$ cat src/rtl/mini_cpu_seq_if.sv
// mini_cpu_seq_if: req/ack/busy handshake between the
// instruction sequencer and the LCD writer.
interface mini_cpu_seq_if;
    logic lcd_req;
    logic lcd_cmd;
    logic lcd_ack;
    logic lcd_busy;

    modport master (
        output lcd_req,
        output lcd_cmd,
        input  lcd_ack,
        input  lcd_busy
    );

    modport slave (
        input  lcd_req,
        input  lcd_cmd,
        output lcd_ack,
        output lcd_busy
    );
endinterface

$ cat src/rtl/mini_cpu_seq.sv
// mini_cpu_seq: debounced send button, instruction latch/decode
// and read/exec/write sequencing for the mini CPU datapath and LCD.
module mini_cpu_seq #(
    parameter bit FAST_SIM        = 1'b0,
    parameter int DEBOUNCE_CYCLES = 1_000_000
) (
    input  logic        clk,
    input  logic        reset_n,
    input  logic        power_on,
    input  logic        btn_enviar,
    input  logic [17:0] instrucao,
    output logic [3:0]  rf_raddr_a,
    output logic [3:0]  rf_raddr_b,
    output logic [3:0]  rf_waddr,
    output logic        rf_we,
    output logic        rf_clr,
    output logic [2:0]  alu_op,
    output logic        use_imm,
    output logic [15:0] imm_ext,
    output logic        busy,
    mini_cpu_seq_if.master lcd
);
    localparam int TH = FAST_SIM ? 4 : DEBOUNCE_CYCLES;
    localparam int CW = $clog2(TH + 1);

    localparam logic [2:0] OP_CLEAR = 3'b110;
    localparam logic [2:0] OP_DISP  = 3'b111;

    typedef enum logic [3:0] {
        S_OFF, S_INIT, S_INIT_WAIT, S_IDLE, S_DECODE,
        S_READ, S_EXEC, S_WRITE, S_LCD_REQ, S_LCD_WAIT
    } state_t;

    state_t          r_state;
    logic            r_sync1, r_sync2;
    logic [CW-1:0]   r_cnt;
    logic            r_fired;
    logic [3:0]      r_raddr_a, r_raddr_b, r_waddr;
    logic [2:0]      r_op;
    logic            r_use_imm;
    logic [15:0]     r_imm;
    logic            r_rf_we, r_rf_clr;
    logic            r_lcd_req, r_lcd_cmd;
    logic            r_busy;

    logic            w_accept;
    logic            w_take;
    logic [2:0]      w_op;
    logic [15:0]     w_mag;
    logic [15:0]     w_imm;

    assign w_accept = (r_cnt == CW'(TH)) && !r_fired;
    assign w_take   = (r_state == S_IDLE) && w_accept;
    assign w_op     = instrucao[17:15];
    assign w_mag    = {10'd0, instrucao[5:0]};
    // negating a zero magnitude yields zero, so -0 needs no special case
    assign w_imm    = instrucao[6] ? (~w_mag + 16'd1) : w_mag;

    always_ff @(posedge clk or negedge reset_n) begin
        if (!reset_n) begin
            r_sync1 <= 1'b0;
            r_sync2 <= 1'b0;
            r_cnt   <= '0;
            r_fired <= 1'b0;
        end else begin
            r_sync1 <= btn_enviar;
            r_sync2 <= r_sync1;
            if (!r_sync2) begin
                r_cnt   <= '0;
                r_fired <= 1'b0;
            end else begin
                if (r_cnt != CW'(TH)) r_cnt <= r_cnt + 1'b1;
                if (w_accept) r_fired <= 1'b1;
            end
        end
    end

    always_ff @(posedge clk or negedge reset_n) begin
        if (!reset_n) begin
            r_raddr_a <= '0;
            r_raddr_b <= '0;
            r_waddr   <= '0;
            r_op      <= '0;
            r_use_imm <= 1'b0;
            r_imm     <= '0;
        end else if (!power_on) begin
            r_raddr_a <= '0;
            r_raddr_b <= '0;
            r_waddr   <= '0;
            r_op      <= '0;
            r_use_imm <= 1'b0;
            r_imm     <= '0;
        end else if (w_take) begin
            r_op      <= w_op;
            r_waddr   <= instrucao[14:11];
            r_raddr_a <= instrucao[10:7];
            r_raddr_b <= instrucao[3:0];
            r_use_imm <= (w_op == 3'b000) || (w_op == 3'b010)
                      || (w_op == 3'b100);
            r_imm     <= w_imm;
        end
    end

    always_ff @(posedge clk or negedge reset_n) begin
        if (!reset_n) begin
            r_state   <= S_OFF;
            r_rf_we   <= 1'b0;
            r_rf_clr  <= 1'b0;
            r_lcd_req <= 1'b0;
            r_lcd_cmd <= 1'b0;
            r_busy    <= 1'b0;
        end else begin
            r_rf_we  <= 1'b0;
            r_rf_clr <= 1'b0;
            if (!power_on) begin
                r_state   <= S_OFF;
                r_lcd_req <= 1'b0;
                r_lcd_cmd <= 1'b0;
                r_busy    <= 1'b0;
            end else begin
                unique case (r_state)
                    S_OFF: begin
                        r_state   <= S_INIT;
                        r_lcd_req <= 1'b1;
                        r_lcd_cmd <= 1'b1;
                        r_busy    <= 1'b1;
                    end
                    S_INIT: if (lcd.lcd_ack) begin
                        r_state   <= S_INIT_WAIT;
                        r_lcd_req <= 1'b0;
                        r_lcd_cmd <= 1'b0;
                    end
                    S_INIT_WAIT: if (!lcd.lcd_busy) begin
                        r_state <= S_IDLE;
                        r_busy  <= 1'b0;
                    end
                    S_IDLE: if (w_accept) begin
                        r_state  <= S_DECODE;
                        r_busy   <= 1'b1;
                        r_rf_clr <= (w_op == OP_CLEAR);
                    end
                    S_DECODE: begin
                        if (r_op == OP_CLEAR) begin
                            r_state <= S_IDLE;
                            r_busy  <= 1'b0;
                        end else begin
                            r_state <= S_READ;
                        end
                    end
                    S_READ: begin
                        if (r_op == OP_DISP) begin
                            r_state   <= S_LCD_REQ;
                            r_lcd_req <= 1'b1;
                            r_lcd_cmd <= 1'b0;
                        end else begin
                            r_state <= S_EXEC;
                        end
                    end
                    S_EXEC: begin
                        r_state <= S_WRITE;
                        r_rf_we <= 1'b1;
                    end
                    S_WRITE: begin
                        r_state <= S_IDLE;
                        r_busy  <= 1'b0;
                    end
                    S_LCD_REQ: if (lcd.lcd_ack) begin
                        r_state   <= S_LCD_WAIT;
                        r_lcd_req <= 1'b0;
                    end
                    S_LCD_WAIT: if (!lcd.lcd_busy) begin
                        r_state <= S_IDLE;
                        r_busy  <= 1'b0;
                    end
                    default: begin
                        r_state   <= S_OFF;
                        r_lcd_req <= 1'b0;
                        r_busy    <= 1'b0;
                    end
                endcase
            end
        end
    end

    assign rf_raddr_a  = r_raddr_a;
    assign rf_raddr_b  = r_raddr_b;
    assign rf_waddr    = r_waddr;
    assign rf_we       = r_rf_we;
    assign rf_clr      = r_rf_clr;
    assign alu_op      = r_op;
    assign use_imm     = r_use_imm;
    assign imm_ext     = r_imm;
    assign busy        = r_busy;
    assign lcd.lcd_req = r_lcd_req;
    assign lcd.lcd_cmd = r_lcd_cmd;
endmodule

$ cat src/flat_wrapper.sv
// flat-port wrapper written by rule: the top's interface ports become plain ports
module mini_cpu_seq_flat 
#(
    parameter bit FAST_SIM        = 1'b0,
    parameter int DEBOUNCE_CYCLES = 1_000_000
)
  (clk, reset_n, power_on, btn_enviar, instrucao, rf_raddr_a, rf_raddr_b, rf_waddr, rf_we, rf_clr, alu_op, use_imm, imm_ext, busy, lcd_lcd_req, lcd_lcd_cmd, lcd_lcd_ack, lcd_lcd_busy);
  mini_cpu_seq_if lcd_i ();
  input  logic clk;
  input  logic reset_n;
  input  logic power_on;
  input  logic btn_enviar;
  input  logic [17:0] instrucao;
  output logic [3:0] rf_raddr_a;
  output logic [3:0] rf_raddr_b;
  output logic [3:0] rf_waddr;
  output logic rf_we;
  output logic rf_clr;
  output logic [2:0] alu_op;
  output logic use_imm;
  output logic [15:0] imm_ext;
  output logic busy;
  output wire logic [$bits(lcd_i.lcd_req)-1:0] lcd_lcd_req;
  output wire logic [$bits(lcd_i.lcd_cmd)-1:0] lcd_lcd_cmd;
  input wire logic [$bits(lcd_i.lcd_ack)-1:0] lcd_lcd_ack;
  input wire logic [$bits(lcd_i.lcd_busy)-1:0] lcd_lcd_busy;
  assign lcd_lcd_req = lcd_i.lcd_req;
  assign lcd_lcd_cmd = lcd_i.lcd_cmd;
  assign lcd_i.lcd_ack = lcd_lcd_ack;
  assign lcd_i.lcd_busy = lcd_lcd_busy;
  mini_cpu_seq #(.FAST_SIM(FAST_SIM), .DEBOUNCE_CYCLES(DEBOUNCE_CYCLES)) u_core (.clk(clk), .reset_n(reset_n), .power_on(power_on), .btn_enviar(btn_enviar), .instrucao(instrucao), .rf_raddr_a(rf_raddr_a), .rf_raddr_b(rf_raddr_b), .rf_waddr(rf_waddr), .rf_we(rf_we), .rf_clr(rf_clr), .alu_op(alu_op), .use_imm(use_imm), .imm_ext(imm_ext), .busy(busy), .lcd(lcd_i));
endmodule
$ cat config.mk
export PLATFORM = sky130hd
export DESIGN_NAME = mini_cpu_seq_flat
export DESIGN_NICKNAME = d
export VERILOG_FILES = /design/src/rtl/mini_cpu_seq_if.sv /design/src/rtl/mini_cpu_seq.sv /design/src/flat_wrapper.sv
export SDC_FILE = /design/constraint.sdc
export NUM_CORES = 1
export LEC_CHECK = 0
export CORE_UTILIZATION = 47
export DETAILED_ROUTE_END_ITERATION = 6
export PLACE_DENSITY = 0.83
export SYNTH_ARGS = -nofsm -noshare
export SYNTH_HDL_FRONTEND = slang
export SYNTH_SLANG_ARGS = --single-unit
$ cat constraint.sdc
create_clock -name clk -period 1.95 [get_ports clk]
set_input_delay 0.39 -clock clk [delete_from_list [all_inputs] [get_ports clk]]
set_output_delay 0.39 -clock clk [all_outputs]
set_load 0.02 [all_outputs]
==> out/metrics.cfg <==
[place]
finalWeightedCongestion = 0.893
dp_hpwl_mm = 4.91
port_buffers = 60
post-place-cells = 447

[setup_path]
crit_slowest_cell = dfrtp_2
worstSetupPathType = reg -> reg
max_stage_delay_ps = 430
path_cells = nor4_4, nand2_2, or3_4, a221o_1, a32o_1
cp-start-kind = register
crit_fanout = 5
worst_ep_arrival_time_ps = 2110
cpLargestDelayFamily = simple AND/OR/NAND/NOR gates
cp.required_ps = 2170
worst-path-buf-inv = 0
end_kind = register
r2r_slack_ps = 60

[synth]
syn_avg_cell_area_um2 = 10.1
yosysTopAreaCell = dfrtp_1
synthArstFlopShare = 1.00
synthCells = 301
synth_top_area_frac = 0.478
ys_ff_latch = 58
synth_ff_type = dfrtp_1
syn-num-nets = 329
synth_area_mm2 = 0.00304
ys_warn_count = 0
synth_edf_count = 0
ys_types = 55
synth_seq_area_share = 0.478
synth_area_leaders = dfrtp_1 (48%), nand2_1 (4.8%), a22o_1 (3.8%)

[route]
dr_total_vias = 2587
wl_mm = 7.07
drc = 0
drt_first_pass_iters = 5
ant_nets = 0
drtIter0Drc = 138
routedWlPerCell_um = 15.1
vias_per_cell = 5.54

[timing]
hold_viol = 0
period_share = 0.967
timing.hold.ws_ps = 47.2
layout_min_cycle_time_ps = 1890
tightest_slew_ps = 499
tns_ps = 0
maxSlewViolCount = 0
rsz0062_at_grt = yes
setup_viol_count_final = 0
slew_headroom = 0.667
finClkSkew_ps = 7.09
fmax_mhz = 530

[run_status]
status = completed

[final_layout]
fin_nets = 415
layout-drive-gt1-share = 0.161
final_cells = 467
syn_to_final_growth_pct = 34.5
diodes = 0
utilization = 0.674

[global_route]
met3_usage = 0.0341
grt_max_degree = 59
grt_pass1_vias = 2423
grt_pass1_wl_mm = 11.0
use_met1 = 0.280
top_usage_layer = met2
antenna_found_initial = 0
grt.overflow.total = 0
track_usage = 0.218
grt_use_met2 = 0.347

[clock_tree]
clk_transition_reported_paths_ps = 70
clk_latency_ps = 340
cts.path.max_buffers = 2
clock-root-buffer = clkbuf_8
clock-sinks = 58
h-tree-depth = 3
cts_buffers = 9
cts_tree = done

[power]
p_leak_nw = 1.83
p_per_area_mw_per_mm2 = 731
ir_drop_mv = 0.476

[floorplanning]
die_w_um = 82.4
initial_core_util = 0.501
core_mm2 = 0.00606
dieArea_mm2 = 0.00678
die_h_um = 82.4
io-pin-count = 61
rows = 28

[hold_path]
min_path_type = in -> async

[flow_run]
cap_violations = 0

-- registers in the layout, indices dropped and copies added, names as in the netlist --
| signal | flops |
|---|---|
| u_core.alu_op | 3 |
| u_core.busy | 1 |
| u_core.imm_ext | 11 |
| u_core.lcd.lcd_cmd | 1 |
| u_core.lcd.lcd_req | 1 |
| u_core.r_cnt | 20 |
| u_core.r_fired | 1 |
| u_core.r_state | 4 |
| u_core.r_sync1 | 1 |
| u_core.r_sync2 | 1 |
| u_core.rf_clr | 1 |
| u_core.rf_raddr_a | 4 |
| u_core.rf_raddr_b | 3 |
| u_core.rf_waddr | 4 |
| u_core.rf_we | 1 |
| u_core.use_imm | 1 |
-- synth_stat cells (4+ instances only) --
master and instances:
a21oi_1 4, a22o_1 13, and2_1 15, buf_4 6
clkbuf_1 6, dfrtp_1 58, ha_1 4, inv_1 11
mux2i_1 4, nand2_1 39, nand2b_1 5, nand3_1 9
nand4_1 4, nor2_1 9, nor2b_1 8, nor3_1 11
o21ai_0 18, or3_1 5, xnor2_1 10, xor2_1 10
-- routing by layer --
layer  wire length (um)  up-vias
met5                  0        -
met4                157        0
met3                243       16
met2               3560       67
met1               3120     1269
li1                   -     1235
-- repair_timing --
action	CTS	global route
hold buffers	0	0
setup endpoints to repair	0	22
setup buffers	0	4
resized for setup	0	5
-- cell type report --
class | count | area, um2
Fill cell | 459 | 1980
Clock buffer | 11 | 141
Multi-Input combinational cell | 213 | 1430
Inverter | 11 | 41.3
Timing Repair Buffer | 94 | 888
Tap cell | 75 | 93.8
Clock inverter | 5 | 30.0
Sequential cell | 58 | 1450
-- cells by family after synthesis --
kind of cell    after synthesis  synth area share
buf+inv                      30            0.0532
fa+ha+maj                     4            0.0165
flops                        58             0.478
mux                           4            0.0132
xor+xnor                     20            0.0577
compound gates               61             0.146
simple gates                124             0.236
-- power breakdown --
group	switching, mW	leakage [nW]	total, mW	internal [mW]
Combinational	0.377	0.946	0.700	0.323
Clock	0.476	0.0851	0.964	0.488
Sequential	0.0638	0.794	1.32	1.26
Total	0.916	1.83	2.99	2.07
-- final timing paths --
path | depth (start not counted) | endpoint | from
worst max-delay path | 5 | u_core.busy$_DFFE_PN0P_ | u_core.r_cnt[5]$_DFFE_PN0P_
worst min-delay path | 2 | u_core.r_sync2$_DFF_PN0_ | reset_n
worst max register to register | 5 | u_core.busy$_DFFE_PN0P_ | u_core.r_cnt[5]$_DFFE_PN0P_
worst min register to register | 0 | u_core.r_sync2$_DFF_PN0_ | u_core.r_sync1$_DFF_PN0_
max in group asynchronous | 2 | u_core.r_cnt[0]$_DFFE_PN0P_ | reset_n
min in group clk | 0 | u_core.r_sync2$_DFF_PN0_ | u_core.r_sync1$_DFF_PN0_
-- worst reg2reg max path: cells and delay by family (launching register included) --
kind            cells  cell delay (ps)
flops               1              430
simple gates        3              810
compound gates      2              540
-- cells in the final DEF (no fill, tap or decap), drive strengths merged, types with 2 or more instances in the layout --
master | netlist | layout
nand2b | 5 | 5
and3b | 2 | 2
a21oi | 4 | 4
a31o | 2 | 2
a2bb2oi | 2 | 2
buf | 13 | 35
xor2 | 10 | 10
mux2i | 4 | 4
xnor2 | 10 | 10
o21ai | 18 | 18
nor2b | 8 | 8
nor3 | 11 | 11
a21boi | 4 | 4
nor4 | 3 | 3
clkinvlp | 0 | 2
and4bb | 2 | 2
a22o | 13 | 13
clkbuf | 6 | 11
o21a | 3 | 3
inv | 11 | 11
nand2 | 40 | 40
nor2 | 9 | 9
clkinv | 0 | 3
ha | 4 | 4
nand4 | 5 | 5
and2 | 15 | 15
or3 | 6 | 6
nand3 | 10 | 10
and3 | 3 | 3
o211ai | 3 | 3
dfrtp | 58 | 58
clkdlybuf4s50 | 0 | 59
-- per-stage QoR --
stage          instance area, um2  setup slack (ps)  power, mW
6_report                     4080              63.4       2.99
5_1_grt                      4080             -18.1       3.12
4_1_cts                      4040              22.3       3.00
3_5_place_dp                 3870             -35.1       2.03
3_3_place_gp                 3870              17.5       2.01
2_1_floorplan                3040              75.8       1.76
(Power assumes the default switching activity.)
